==> src/rtl/cu_pkg.sv <==
// Shared types and constants for the control-unit sequencer: state encoding,
// instruction classes and the control-word field layout. Watchdog limit exists only with CU_SEQ_WATCHDOG_EN.
package cu_pkg;

  localparam int CUL    = 35;
  localparam int CW_W   = CUL + 1;
  localparam int NCLASS = 4;

`ifdef CU_SEQ_WATCHDOG_EN
  localparam int MAX_EX   = 8;
  localparam int EX_CNT_W = $clog2(MAX_EX + 1);
`endif

  typedef enum logic [3:0] {
    S_FETCH = 4'b0000,
    S_EX0   = 4'b0001, S_EX1  = 4'b0010, S_EX2  = 4'b0011, S_EX3  = 4'b0100,
    S_EX4   = 4'b0101, S_EX5  = 4'b0110, S_EX6  = 4'b0111, S_EX7  = 4'b1000,
    S_EX8   = 4'b1001, S_EX9  = 4'b1010, S_EX10 = 4'b1011, S_EX11 = 4'b1100,
    S_EX12  = 4'b1101, S_EX13 = 4'b1110,
    S_HALT  = 4'b1111
  } state_e;

  typedef enum logic [1:0] {
    CLS_IMM    = 2'd0,
    CLS_REG    = 2'd1,
    CLS_MEM    = 2'd2,
    CLS_BRANCH = 2'd3
  } class_e;

  // Packed MSB-first: fs occupies [35:31] down to pc_fs at [1:0].
  typedef struct packed {
    logic [4:0] fs;
    logic [4:0] sa;
    logic [4:0] sb;
    logic [4:0] da;
    logic       w_reg;
    logic       c0;
    logic [1:0] mem_cs;
    logic       b_sel;
    logic       mem_write_en;
    logic       ir_load;
    logic       status_load;
    logic [1:0] size;
    logic       add_tri_sel;
    logic [1:0] data_tri_sel;
    logic       pc_sel;
    logic [1:0] pc_fs;
  } cw_t;

  localparam cw_t FETCH_CW = '{mem_cs: 2'b01, ir_load: 1'b1, add_tri_sel: 1'b1, default: '0};
  localparam cw_t NOP_CW   = '0;

endpackage

==> src/rtl/cu_sequencer_if.sv <==
// Bundle of everything between the sequencer, instruction memory and the class decoders.
// The master side is the sequencer; the slave side is its environment.
interface cu_sequencer_if;
  import cu_pkg::*;

  logic [31:0]          instr_in;
  logic                 mem_ready;
  logic                 halt_req;
  logic [4*NCLASS-1:0]  ns_bus;
  logic [CW_W*NCLASS-1:0] cw_bus;
  logic [3*NCLASS-1:0]  kmux_bus;

  logic [3:0]           state;
  logic [31:0]          IR;
  logic [CUL:0]         controlWord;
  logic [2:0]           k_mux;
  logic [1:0]           instr_class;
  logic                 instr_done;
  logic                 illegal;
  logic                 halted;
  logic                 wd_trip;

  modport master (
    input  instr_in, mem_ready, halt_req, ns_bus, cw_bus, kmux_bus,
    output state, IR, controlWord, k_mux, instr_class, instr_done, illegal, halted, wd_trip
  );

  modport slave (
    output instr_in, mem_ready, halt_req, ns_bus, cw_bus, kmux_bus,
    input  state, IR, controlWord, k_mux, instr_class, instr_done, illegal, halted, wd_trip
  );
endinterface

==> src/rtl/cu_class_decode.sv <==
// Classifies an instruction from its opcode bits [28:25] into IMM/REG/MEM/BRANCH or illegal.
module cu_class_decode
  import cu_pkg::*;
(
  input  logic [3:0] opc,      // instruction bits [28:25]
  output class_e     cls,
  output logic       illegal
);
  always_comb begin
    cls     = CLS_IMM;
    illegal = 1'b0;
    if (opc[3:1] == 3'b100)      cls = CLS_IMM;
    else if (opc[3:1] == 3'b101) cls = CLS_BRANCH;
    else if (opc[2:0] == 3'b101) cls = CLS_REG;
    else if (opc[2] && !opc[0])  cls = CLS_MEM;
    else                         illegal = 1'b1;
  end
endmodule

==> src/rtl/cu_sequencer.sv <==
// Control sequencer: owns IR and the state register, muxes the selected class decoder onto the datapath.
// Optional execute-cycle watchdog enabled by defining CU_SEQ_WATCHDOG_EN.
module cu_sequencer
  import cu_pkg::*;
(
  input logic            clock,
  input logic            reset,
  cu_sequencer_if.master bus
);
  state_e      state_q, state_d;
  logic [31:0] ir_q, ir_d;
  class_e      cls_q, cls_d;
  logic        illegal_q, illegal_d;

  logic [3:0]  dec_opc;
  class_e      dec_cls;
  logic        dec_illegal;
  logic [3:0]  ns_sel, ns_eff;
  cw_t         cw_sel, cw;
  logic [2:0]  kmux_sel, kmux;
  logic        done;

  assign dec_opc = (state_q == S_FETCH) ? bus.instr_in[28:25] : ir_q[28:25];

  cu_class_decode u_dec (.opc(dec_opc), .cls(dec_cls), .illegal(dec_illegal));

  assign ns_sel   = bus.ns_bus[4*int'(cls_q) +: 4];
  assign cw_sel   = cw_t'(bus.cw_bus[CW_W*int'(cls_q) +: CW_W]);
  assign kmux_sel = bus.kmux_bus[3*int'(cls_q) +: 3];
  // A decoder asking for HALT mid-instruction is treated as a normal retire.
  assign ns_eff   = (ns_sel == S_HALT) ? S_FETCH : ns_sel;

`ifdef CU_SEQ_WATCHDOG_EN
  logic [EX_CNT_W-1:0] ex_cnt_q, ex_cnt_d;
  logic                wd_trip_q, wd_trip_d;
  logic                wd_expire;
  assign wd_expire = (ex_cnt_q == EX_CNT_W'(MAX_EX - 1)) && (ns_eff != S_FETCH);
`endif

  // NOTE: every signal written here gets a default first, so no latch can be inferred.
  always_comb begin
    state_d   = state_q;
    ir_d      = ir_q;
    cls_d     = cls_q;
    illegal_d = illegal_q;
    cw        = NOP_CW;
    kmux      = 3'b000;
    done      = 1'b0;
`ifdef CU_SEQ_WATCHDOG_EN
    wd_trip_d = wd_trip_q;
`endif
    case (state_q)
      S_FETCH: begin
        cw = FETCH_CW;
        if (bus.mem_ready) begin
          if (bus.halt_req) begin
            state_d = S_HALT;
          end else begin
            ir_d = bus.instr_in;
            if (dec_illegal) begin
              illegal_d = 1'b1;
              state_d   = S_HALT;
            end else begin
              cls_d   = dec_cls;
              state_d = S_EX0;
            end
          end
        end
      end
      S_HALT: begin
        if (!bus.halt_req && !illegal_q) state_d = S_FETCH;
      end
      default: begin
        cw   = cw_sel;
        kmux = kmux_sel;
        if (ns_eff == S_FETCH) begin
          done    = 1'b1;
          state_d = S_FETCH;
        end else begin
          state_d = state_e'(ns_eff);
        end
`ifdef CU_SEQ_WATCHDOG_EN
        if (wd_expire) begin
          done      = 1'b0;
          wd_trip_d = 1'b1;
          state_d   = S_FETCH;
        end
`endif
      end
    endcase
  end

`ifdef CU_SEQ_WATCHDOG_EN
  always_comb begin
    ex_cnt_d = ex_cnt_q;
    if (state_d == S_FETCH)                            ex_cnt_d = '0;
    else if (state_q != S_FETCH && state_q != S_HALT) ex_cnt_d = ex_cnt_q + 1'b1;
  end
`endif

  // NOTE: sequential state is updated with non-blocking assignments only.
  always_ff @(posedge clock or posedge reset) begin
    if (reset) begin
      state_q   <= S_FETCH;
      ir_q      <= '0;
      cls_q     <= CLS_IMM;
      illegal_q <= 1'b0;
`ifdef CU_SEQ_WATCHDOG_EN
      ex_cnt_q  <= '0;
      wd_trip_q <= 1'b0;
`endif
    end else begin
      state_q   <= state_d;
      ir_q      <= ir_d;
      cls_q     <= cls_d;
      illegal_q <= illegal_d;
`ifdef CU_SEQ_WATCHDOG_EN
      ex_cnt_q  <= ex_cnt_d;
      wd_trip_q <= wd_trip_d;
`endif
    end
  end

  assign bus.state       = state_q;
  assign bus.IR          = ir_q;
  assign bus.controlWord = cw;
  assign bus.k_mux       = kmux;
  assign bus.instr_class = cls_q;
  assign bus.instr_done  = done;
  assign bus.illegal     = illegal_q;
  assign bus.halted      = (state_q == S_HALT);
`ifdef CU_SEQ_WATCHDOG_EN
  assign bus.wd_trip     = wd_trip_q;
`else
  assign bus.wd_trip     = 1'b0;
`endif
endmodule
==> src/flat_wrapper.sv <==
// flat-port wrapper written by rule: the top's interface ports become plain ports
module cu_sequencer_flat import cu_pkg::*;
  (clock, reset, bus_instr_in, bus_mem_ready, bus_halt_req, bus_ns_bus, bus_cw_bus, bus_kmux_bus, bus_state, bus_IR, bus_controlWord, bus_k_mux, bus_instr_class, bus_instr_done, bus_illegal, bus_halted, bus_wd_trip);
  cu_sequencer_if bus_i ();
  input logic clock;
  input logic reset;
  input wire logic [$bits(bus_i.instr_in)-1:0] bus_instr_in;
  input wire logic [$bits(bus_i.mem_ready)-1:0] bus_mem_ready;
  input wire logic [$bits(bus_i.halt_req)-1:0] bus_halt_req;
  input wire logic [$bits(bus_i.ns_bus)-1:0] bus_ns_bus;
  input wire logic [$bits(bus_i.cw_bus)-1:0] bus_cw_bus;
  input wire logic [$bits(bus_i.kmux_bus)-1:0] bus_kmux_bus;
  output wire logic [$bits(bus_i.state)-1:0] bus_state;
  output wire logic [$bits(bus_i.IR)-1:0] bus_IR;
  output wire logic [$bits(bus_i.controlWord)-1:0] bus_controlWord;
  output wire logic [$bits(bus_i.k_mux)-1:0] bus_k_mux;
  output wire logic [$bits(bus_i.instr_class)-1:0] bus_instr_class;
  output wire logic [$bits(bus_i.instr_done)-1:0] bus_instr_done;
  output wire logic [$bits(bus_i.illegal)-1:0] bus_illegal;
  output wire logic [$bits(bus_i.halted)-1:0] bus_halted;
  output wire logic [$bits(bus_i.wd_trip)-1:0] bus_wd_trip;
  assign bus_i.instr_in = bus_instr_in;
  assign bus_i.mem_ready = bus_mem_ready;
  assign bus_i.halt_req = bus_halt_req;
  assign bus_i.ns_bus = bus_ns_bus;
  assign bus_i.cw_bus = bus_cw_bus;
  assign bus_i.kmux_bus = bus_kmux_bus;
  assign bus_state = bus_i.state;
  assign bus_IR = bus_i.IR;
  assign bus_controlWord = bus_i.controlWord;
  assign bus_k_mux = bus_i.k_mux;
  assign bus_instr_class = bus_i.instr_class;
  assign bus_instr_done = bus_i.instr_done;
  assign bus_illegal = bus_i.illegal;
  assign bus_halted = bus_i.halted;
  assign bus_wd_trip = bus_i.wd_trip;
  cu_sequencer u_core (.clock(clock), .reset(reset), .bus(bus_i));
endmodule
==> config.mk <==
export PLATFORM = sky130hd
export DESIGN_NAME = cu_sequencer_flat
export DESIGN_NICKNAME = d
export VERILOG_FILES = /design/src/rtl/cu_pkg.sv /design/src/rtl/cu_sequencer_if.sv /design/src/rtl/cu_class_decode.sv /design/src/rtl/cu_sequencer.sv /design/src/flat_wrapper.sv
export SDC_FILE = /design/constraint.sdc
export NUM_CORES = 1
export LEC_CHECK = 0
export BUFFER_PORTS_ARGS = -buffer_cell sky130_fd_sc_hd__buf_2
export CORE_AREA = 3 3 110 112
export DETAILED_ROUTE_END_ITERATION = 10
export DIE_AREA = 0 0 113 115
export GPL_TIMING_DRIVEN = 1
export SETUP_SLACK_MARGIN = 0.2
export SYNTH_ARGS = -nofsm -noshare
export SYNTH_HDL_FRONTEND = slang
export SYNTH_SLANG_ARGS = --single-unit
==> constraint.sdc <==
create_clock -name clock -period 3.7 [get_ports clock]
set_input_delay 0.185 -clock clock [delete_from_list [all_inputs] [get_ports clock]]
set_output_delay 0.185 -clock clock [all_outputs]
set_load 0.02 [all_outputs]
Word level (Yosys, flattened, before mapping)
Index checks and enable logic that the tools add are counted.
{ "op_classes": {"bitwise_logic": 2, "eq_ne": 7, "n_mul": 2, "shifts": 3, "n_reduce_logical": 12, "mux": 20} }
{ "op_table": {"columns": ["op", "count"], "rows": [
  ["$shiftx 144x32->36", 1],
  ["$pmux 36 s2", 1],
  ["$shiftx 12x32->3", 1],
  ["$mux 4", 7],
  ["$shiftx 16x5->4", 1],
  ["$eq 3x3->1 const B", 3],
  ["$eq 4x4->1 const B", 2],
  ["$logic_not 4->1", 2],
  ["$mux 2", 4],
  ["$pmux 4 s2", 1],
  ["$reduce_and 4->1", 2],
  ["$mul 4x2->6 const A", 1],
  ["$mux 1", 6],
  ["$mul 2x2->4 const A", 1],
  ["$logic_not 1->1", 3],
  ["$mux 3", 1],
  ["$reduce_and 3->1", 1],
  ["$logic_and 1x1->1", 2],
  ["$ne 2x1->1 const B", 1],
  ["$ne 2x2->1 const B", 1],
  ["$not 1->1", 2],
  ["$reduce_and 2->1", 1],
  ["$reduce_or 2->1", 1]
]} }
{ "word_totals": {"regBits": 39, "word_cells": 50, "in_bits": 208, "output_inout_bits": 81} }

Depth between registers and ports, before layout
{ "depth": {"ltp_word": 12, "depth_mapped": 6, "mapped_depth_nobuf": 5} }

Hierarchy
A second synthesis with hierarchy kept.
{ "hier_totals": {"cells_unflattened": 227, "area_unflattened_um2": 2952.8} }
{ "modules_own_cells": {"columns": ["module", "cells_each", "instances", "area_each_um2", "seq_area_each_um2"], "rows": [
  ["cu_sequencer", 220, 1, 2899.0, 975.9],
  ["cu_class_decode", 7, 1, 53.8, 0.0]
]} }

Worst setup path before layout
OpenSTA, ideal clock, no wires.
{ "synth_path": {"path_type": "reg-to-output", "from": "reg u_core.cls_q[0] (netlist: u_core.bus.instr_class[0])", "to": "out bus_instr_done", "required_ps": 3515, "path_buffers": 1, "stages_incl_launch_ff": 6, "t_arrival_ps": 1823, "slack_ps": 1692, "cell_sequence": "dfrtp_1 > buf_2 > mux4_2 > nor4_1 > a21oi_1 > nor2_1"} }
{ "synth_via": {"elab_chain_cells": 6} }
{ "synth_lines": {"columns": ["item", "line_no", "text"], "rows": [
  ["start, declared", "cu_sequencer.sv:12", "class_e cls_q, cls_d;"],
  ["start signal, assigned", "cu_sequencer.sv:115", "cls_q <= cls_d;"],
  ["$shiftx 16x5->4 (*)", "cu_sequencer.sv:27", "assign ns_sel = bus.ns_bus[4*int'(cls_q) +: 4];"],
  ["$eq 4x4->1", "cu_sequencer.sv:31", "assign ns_eff = (ns_sel == S_HALT) ? S_FETCH : ns_sel;"],
  ["$mux 4 (*)", "cu_sequencer.sv:31", null],
  ["$logic_not 4->1 (*)", "cu_sequencer.sv:76", "if (ns_eff == S_FETCH) begin"],
  ["$mux 1 (*)", "cu_sequencer.sv:76", null],
  ["$mux 1 (*)", "cu_sequencer.sv:52", "case (state_q)"],
  ["end, declared", "flat_wrapper.sv:18", "output wire logic [$bits(bus_i.instr_done)-1:0] bus_instr_done;"]
]} }
Mark *: on every way between the ends. The rest lies on a longest branch, timed or not.

Worst setup path after layout
{ "layout_path": {"from": "reg u_core.cls_q[0] (netlist: u_core.bus.instr_class[0])", "to": "out bus_controlWord[30]"} }
{ "layout_via": {"elab_chain_cells": 3} }
{ "layout_lines": {"columns": ["item", "line_no", "text"], "rows": [
  ["$mul 4x2->6", "cu_sequencer.sv:28", "assign cw_sel = cw_t'(bus.cw_bus[CW_W*int'(cls_q) +: CW_W]);"],
  ["$shiftx 144x32->36", "cu_sequencer.sv:28", null],
  ["$pmux 36 s2", "cu_sequencer.sv:52", null],
  ["end, declared", "flat_wrapper.sv:15", "output wire logic [$bits(bus_i.controlWord)-1:0] bus_controlWord;"]
]} }
No other way between the ends.

==> results.yml <==
hold_path:
  hold_class: "input pin to async pin"
route:
  detail-route-antenna-nets: 0
  first_iter_violations: 143
  firstDrtPassIters: 4
  wire_per_inst_um: 17.7
  vias: 3413
  drc: 0
  drt-vias-per-instance: 4.83
  totalWireLength_um: 12500
grt:
  overflow: 0
  grt_pass1_wl_um: 18900
  grt.met2_usage_pct: 31.8
  grt_use_total_pct: 18.4
  grt_pass1_vias: 3564
  grt_start_max_net_pins: 45
  grt.busiest_layer: "met2"
  use_met3_pct: 4.05
  grt_antenna_before_repair: 2
  met1_usage_pct: 22.9
clock_network:
  root_buffer: "clkbuf_16"
  post-cts-setup-buffers: 0
  ctsResizeCount: 0
  hold_buffers: 0
  clockBufferDepth: 2
  cts.clk_slew.worst_paths_ns: 0.05
  clk_latency_ns: 0.27
  numCtsBuffers: 5
  clkSinkCount: 39
  cts_tree: "built"
  ctsHtreeMaxLevel: 2
synthesis:
  synth_nets: 495
  synth_edf_count: 0
  syn-instance-count: 287
  yosysTopAreaCell: "dfrtp_1"
  synth_top_flop_cell: "dfrtp_1"
  synth-warning-count: 0
  ys_seq_area_share_pct: 32.9
  synth-adder-area-share_pct: 0
  async_flop_share_pct: 100
  synth.avg_cell_area_um2: 10.3
  yosys.area_share.simple_pct: 24.1
  syn_area_mm2: 0.00297
  synth_common_cells: "nand2_1 (104), mux4_2 (43), dfrtp_1 (39)"
  synth_top_area_share_pct: 32.9
  synth.most_common_cell: "nand2_1"
  yosys_register_bits: 39
  synth-compound-area-share_pct: 4.47
  synth-xor-area-share_pct: 0
  yosysUniqueCellTypes: 31
  synth_top_family_by_area: "multiplexers"
  synth_mux_area_share_pct: 33.4
  yosys-top-cells-area: "dfrtp_1 (33%), mux4_2 (33%), nand2_1 (13%)"
place:
  gp_congestion: 0.963
  hpwl_um: 10500
  portBuffers: 287
  dp.cells: 697
floorplanning:
  num_rows: 39
  dieArea_mm2: 0.0130
  core_area_mm2: 0.0113
  fp.dieW_um: 113
  die_h_um: 115
  io-pin-count: 289
  initial_utilization_pct: 26.2
layout:
  layout-drive-gt1-share_pct: 62.2
  multi_input_comb_area_mm2: 0.00184
  area_delta_synth_final_pct: 56.4
  fin_cells: 706
  nets: 769
  n_fill_cell: 1132
  seq_area_um2: 978
critical_path:
  crit_type: "flip-flop to primary output"
  r2r_setup_slack_ns: 1.23
  startpoint_type: "flip-flop"
  cp.required_ns: 3.51
  path_max_fanout: 27
  cp.arrival_ns: 2.50
  end_kind: "primary output"
sta:
  fin_tns_setup_ns: 0
  finalMaxSlewViolations: 0
  max_freq_mhz: 372
  setup-violations-final: 0
  finalCritPeriodShare_pct: 72.6
  finalHoldViolations: 0
  worst_slew_pin_slew_ns: 0.776
  period_needed_ns: 2.69
  relSlewSlack_pct: 48.2
  skew_ns: 0.00235
  rsz0062_at_grt: "no"
status:
  status: "completed"
pwr:
  ir_worst_vdd_v: 0.000369
  p_leak_nw: 2.59
  p_per_area_mw_per_mm2: 782
job:
  drv_cap: 0
==> final timing paths <==
check,startpoint,to,depth (start not counted)
setup reg to reg,u_core.bus.state[3],u_core.bus.IR[17],5
hold / removal,reset,u_core.bus.IR[11],3
setup / recovery,u_core.bus.instr_class[0],bus_controlWord[30],4
hold reg to reg,u_core.bus.IR[25],u_core.bus.IR[25],2
min in group clock,bus_instr_in[12],u_core.bus.IR[12],3
max in group asynchronous,reset,u_core.bus.instr_class[0],3
==> routing by layer <==
metal	share of wire [%]	up-vias
li1	-	1595
met1	39	1633
met2	51	163
met3	7.5	22
met4	2.6	0
met5	0	-
==> cells by family after synthesis <==
kind of cell           count (synthesis)
AOI/OAI and AO/OA                     19
buffers and inverters                 29
and+or+nand+nor                      154
DFF                                   39
muxes                                 45
other                                  1
==> per-stage QoR <==
stage                     area, um^2  power (mW)  util, %  hold slack, ns  setup WS, ns
after floorplan                 2970        2.48        -           0.290          1.69
after global placement          4490        3.21     39.7           0.330          1.18
after detailed placement        4490        3.25     39.7           0.337          1.19
after CTS                       4640        3.68     40.9          0.0450         0.946
after global routing            4640        3.91     41.0          0.0838         0.788
final                           4640        3.63     41.0          0.0312          1.01
==> where the power goes <==
group          total (mW)  internal, mW  switching (mW)
clock network       0.414         0.263           0.151
logic                2.38          1.04            1.35
registers           0.831         0.638           0.193
==> worst max-delay path: stages (launching register included) <==
cell and delay (ns):
dfrtp_2 0.76, buf_4 0.53, mux4_2 0.57, and3_1 0.19, buf_2 0.15
==> flip-flops by register name, indices dropped and copies added (netlist names) <==
name / flops
u_core.bus.IR: 32
u_core.bus.illegal: 1
u_core.bus.instr_class: 2
u_core.bus.state: 4
==> layout make-up <==
| cell class | count | area share [%] |
|---|---|---|
| well taps | 143 | 3.86 |
| inverters | 3 | 0.243 |
| diodes | 2 | 0.108 |
| clock inverters | 1 | 0.108 |
| flip-flops and latches | 39 | 21.1 |
| clock buffers | 6 | 2.99 |
| repair buffers | 293 | 31.9 |
| multi-input cells | 219 | 39.7 |
==> placed cells by master, fill, tap and decap left out, drive strengths merged, types with 2 or more instances in the layout <==
cell | synthesis | layout
buf | 10 | 293
nand2 | 104 | 104
mux4 | 43 | 43
dfrtp | 39 | 39
and3 | 36 | 36
clkbuf | 16 | 6
o21ai | 5 | 5
a31o | 4 | 4
inv | 3 | 3
a21oi | 3 | 3
diode | 0 | 2
nor4 | 2 | 2
nand2b | 2 | 2
and2 | 2 | 2
nor2 | 2 | 2
a31oi | 2 | 2
Power figures use the tool's default switching activity.
